`config.mk`:
```
export PLATFORM = sky130hd
export DESIGN_NAME = regfile
export DESIGN_NICKNAME = d
export VERILOG_FILES = /design/src/rtl/regfile.sv
export SDC_FILE = /design/constraint.sdc
export NUM_CORES = 2
export LEC_CHECK = 0
export BUFFER_PORTS_ARGS = -buffer_cell sky130_fd_sc_hd__buf_4
export CORE_UTILIZATION = 64
export DETAILED_ROUTE_END_ITERATION = 10
export PLACE_DENSITY = 0.82
export SLEW_MARGIN = 20
export SYNTH_ARGS = -nofsm -noshare
export SYNTH_HDL_FRONTEND = slang
export SYNTH_SLANG_ARGS = --single-unit
```
`constraint.sdc`:
```
create_clock -name clk -period 53.2 [get_ports clk]
set_input_delay 10.64 -clock clk [delete_from_list [all_inputs] [get_ports clk]]
set_output_delay 10.64 -clock clk [all_outputs]
set_load 0.02 [all_outputs]
```
`src/rtl/regfile.sv`:
```
// RV32I integer register file: two combinational read ports with write-through
// bypass, one synchronous write port, x0 hardwired to zero, async clear on rst.
module regfile #(
  parameter int register_count = 32,
  parameter int data_length    = 32,
  localparam int AW = (register_count > 1) ? $clog2(register_count) : 1
) (
  input  logic                   clk,
  input  logic                   rst,
  input  logic [AW-1:0]          r_addr_reg1,
  input  logic [AW-1:0]          r_addr_reg2,
  input  logic [AW-1:0]          w_addr_reg,
  input  logic [data_length-1:0] w_data_reg,
  input  logic                   w_ctrl_reg,
  output logic [data_length-1:0] r_data_reg1,
  output logic [data_length-1:0] r_data_reg2
);

  logic [data_length-1:0] mem [0:register_count-1];
  logic                   wr_valid;

  function automatic logic addr_in_range(input logic [AW-1:0] a);
    return (32'(a) < register_count);
  endfunction

  // A write is real only when it targets a live, non-zero entry outside reset.
  assign wr_valid = !rst && w_ctrl_reg && (w_addr_reg != '0) && addr_in_range(w_addr_reg);

  always_ff @(posedge clk or posedge rst) begin
    if (rst) begin
      for (int i = 0; i < register_count; i++) mem[i] <= '0;
    end else if (wr_valid) begin
      mem[w_addr_reg] <= w_data_reg;
    end
  end

  // Bypass lets a same-cycle reader see writeback data before it commits.
  always_comb begin
    r_data_reg1 = '0;
    if (rst) r_data_reg1 = '0;
    else if (wr_valid && (r_addr_reg1 == w_addr_reg)) r_data_reg1 = w_data_reg;
    else if ((r_addr_reg1 != '0) && addr_in_range(r_addr_reg1)) r_data_reg1 = mem[r_addr_reg1];
  end

  always_comb begin
    r_data_reg2 = '0;
    if (rst) r_data_reg2 = '0;
    else if (wr_valid && (r_addr_reg2 == w_addr_reg)) r_data_reg2 = w_data_reg;
    else if ((r_addr_reg2 != '0) && addr_in_range(r_addr_reg2)) r_data_reg2 = mem[r_addr_reg2];
  end

endmodule

```
==> run metrics <==
remaining antenna violation count=0; P_int=approximately 1500 uW; worst vdd ir=29.7 uV; final WL=approximately 160000 um; first-pass GRT wire length=about 240000 um; CP peak stage delay=0.77 ns; FMAX=a little under 40 MHz; syn nets=3605; area leader, netlist=dfrtp_1; CP Max Fanout=49; routability cong.=between 0.8 and 0.9; Critical Path AT=approximately 15 ns; Psw=543 uW; IO buf count=between 100 and 150; cts bufs inserted=approximately 110; RSZ-0062 raised after global routing=false; drt initial violations=~3800; capturing point of the worst reg2reg path=mem[603]; H-Tree Level Count=3; synth cell count leaders=1024 x dfrtp_1, 984 x mux2_2, 512 x mux4_2; Pre-Repair DR Iteration Count=5; post-CTS setup buffer count=0; routed len/inst=34.3 um; total grt overflow=0; Clock Path Buffers=3; CTS tree=built; Worst Path Buf+Inv=5; sequential element share of the synthesized area=around 47%; synthesized instance count=about 3600; drt drc=0; clock power share=about 37%; minimum clock period=around 25 ns; slowest CP cell=buf_4; Biggest register=mem; Largest delay share family, worst path=buffers and inverters; Max Cap Viol=0; combinational power share=17.0%; vias in the first global route=37500; max-slew violations=0; EDFF count, synth=0; Layout area overhead=8.56%; post-CTS resize count=0; die height=294 um; Hold Path Cell Cnt=0; reg2reg setup slack=between 50 and 60 ns; cell mode on critical path=buf_4; CP Capture Type=primary output; FF-to-FF path depth=1; Initial Util=65.1%; Worst Skew=0 ns; FF+latch area=~26000 um2; actual slew at the worst max-slew pin=about 1.1 ns; max reg flops=between 1000 and 1500; DIE WIDTH=slightly below 300 um; CTS clk-pin slew, worst paths=0.06 ns; post-synth top area share=46.8%; Synth Flop Type=dfrtp_1; hold bufs inserted after CTS=0; largest net degree at the start of global routing=between 150 and 200; core area=between 80000 and 90000 um2; CTS root buffer=clkbuf_16; largest cells by area after synthesis=dfrtp_1 47%, mux4_2 21%, mux2_2 20%; Largest regs=mem x1024; Setup Viol. Count Final=0; via/cell ratio=approximately 7.5; Yosys reg bits=1024; critical-path cell list=buf_6, buf_4, buf_4, nor2b_4, buf_4, a22oi_1, nand2_1, a221o_1, buf_4; area of the multi-input gates=27300 um2; setup_tns=0 ns; die area=approximately 87000 um2; most numerous cell in the Yosys netlist=dfrtp_1; outcome=finished, final reports clean; P per Cell Area=between 30 and 40 nW/um2; min-delay worst type=flip-flop to flip-flop; mapped cell area=54700 um2; Overall Global Routing Usage=37.9%; Switching Fraction=roughly a quarter; Req. time, crit path=roughly 43 ns; worst r2r src=mem[603]; Hold Path End=mem[1019]; kind of critical path=input pin to primary output; Syn. warnings=0; via count=35000; relative slew slack=between 20% and 30%; final hold violations=0; # fillers=approximately 5300; Seq pwr share=46.3%; Avg Synthesized Cell Area=between 15 and 20 um2; worst setup slack after layout=28.02 ns; Synth cell types=35; Layout Nets=about 3500; Lkg Pwr=0.0265 uW; I/O pins=~110; CP Launch Type=input pin; layout cells sized above 1=between 50% and 60%; fraction of registers with async set/reset=100%; critical hold path startpoint=mem[1019]; Rows=around 110; antenna violations before repair=10; clock sinks=1024; worst skew pair latency=~0.67 ns; Detailed Place HPWL=between 80000 and 90000 um; pre-CTS setup slack=27.90 ns; period utilisation layout=47.3%
-- logic make-up (layout without fill, tap and decap cells) --
logic type / Yosys count / in the layout / synth area share [%]
other: 0 / 4 / 0
buffers and inverters: 429 / 374 / 3.73
AO/OA/AOI/OAI: 324 / 324 / 4.77
multiplexers: 1568 / 1568 / 42.6
flip-flops: 1024 / 1024 / 46.8
AND/OR/NAND/NOR: 200 / 200 / 1.89
XOR/XNOR: 10 / 10 / 0.160
-- metal layers --
layer	GRT usage [%]	share of wire, %
met2	58.7	47
met4	19.2	5.7
met3	10.2	11
met5	0	0.042
met1	49.8	36
-- per-stage QoR --
| step | total power, uW | instances | cell area [um2] | utilization, % | hold WS [ns] |
|---|---|---|---|---|---|
| 2_1_floorplan | 1220 | 3555 | 54700 | - | 0.441 |
| 3_3_place_gp | 1280 | 4442 | 55800 | 66.4 | 0.377 |
| 3_5_place_dp | 1310 | 4442 | 55800 | 66.4 | 0.384 |
| 4_1_cts | 2060 | 4633 | 59400 | 70.6 | 0.400 |
| 5_1_grt | 2130 | 4637 | 59400 | 70.7 | 0.410 |
| 6_report | 2060 | 4638 | 59400 | 70.7 | 0.399 |
-- worst max path at each step --
stage,start,to,slack [ns],cells after the start
2_1_floorplan,rst,r_data_reg1[31],6.35,4
3_3_place_gp,r_addr_reg1[0],r_data_reg1[18],27.92,8
3_5_place_dp,r_addr_reg1[0],r_data_reg1[18],27.90,8
4_1_cts,r_addr_reg1[0],r_data_reg1[18],27.90,8
5_1_grt,r_addr_reg1[0],r_data_reg1[18],27.65,8
6_report,r_addr_reg2[1],r_data_reg2[18],28.02,9
-- layout make-up --
class / count / area share, %
Antenna cell: 4 / 0.0168
Clock buffer: 148 / 5.19
Clock inverter: 43 / 0.741
Inverter: 1 / 0.0189
Multi-Input combinational cell: 2102 / 46.0
Sequential cell: 1024 / 43.1
Tap cell: 1134 / 2.39
Timing Repair Buffer: 182 / 2.53
-- layout by cell type, fill, tap and decap left out, types with 7 or more instances in the layout --
master,Yosys,routed
dfrtp_1,1024,1024
mux2_2,984,984
mux4_2,512,512
buf_4,29,166
a22oi_1,128,128
a211oi_1,128,128
clkbuf_16,0,108
nand2_1,83,68
mux2i_1,64,64
nor2b_1,68,64
a221o_1,64,64
clkinv_2,0,29
clkbuf_8,0,23
nor2_4,0,18
clkbuf_1,213,17
xnor2_1,10,10
nand2_2,0,8
mux2_1,8,8
bufinv_16,0,8
nand2_4,0,7
-- power groups by stage --
stage,Sequential (uW),Combinational [uW],Clock [uW]
3_3_place_gp,948,333,0
2_1_floorplan,941,275,0
5_1_grt,967,370,793
3_5_place_dp,965,347,0
4_1_cts,952,349,762
6_report,954,351,757
No activity file was read; power rests on OpenSTA's default activity.
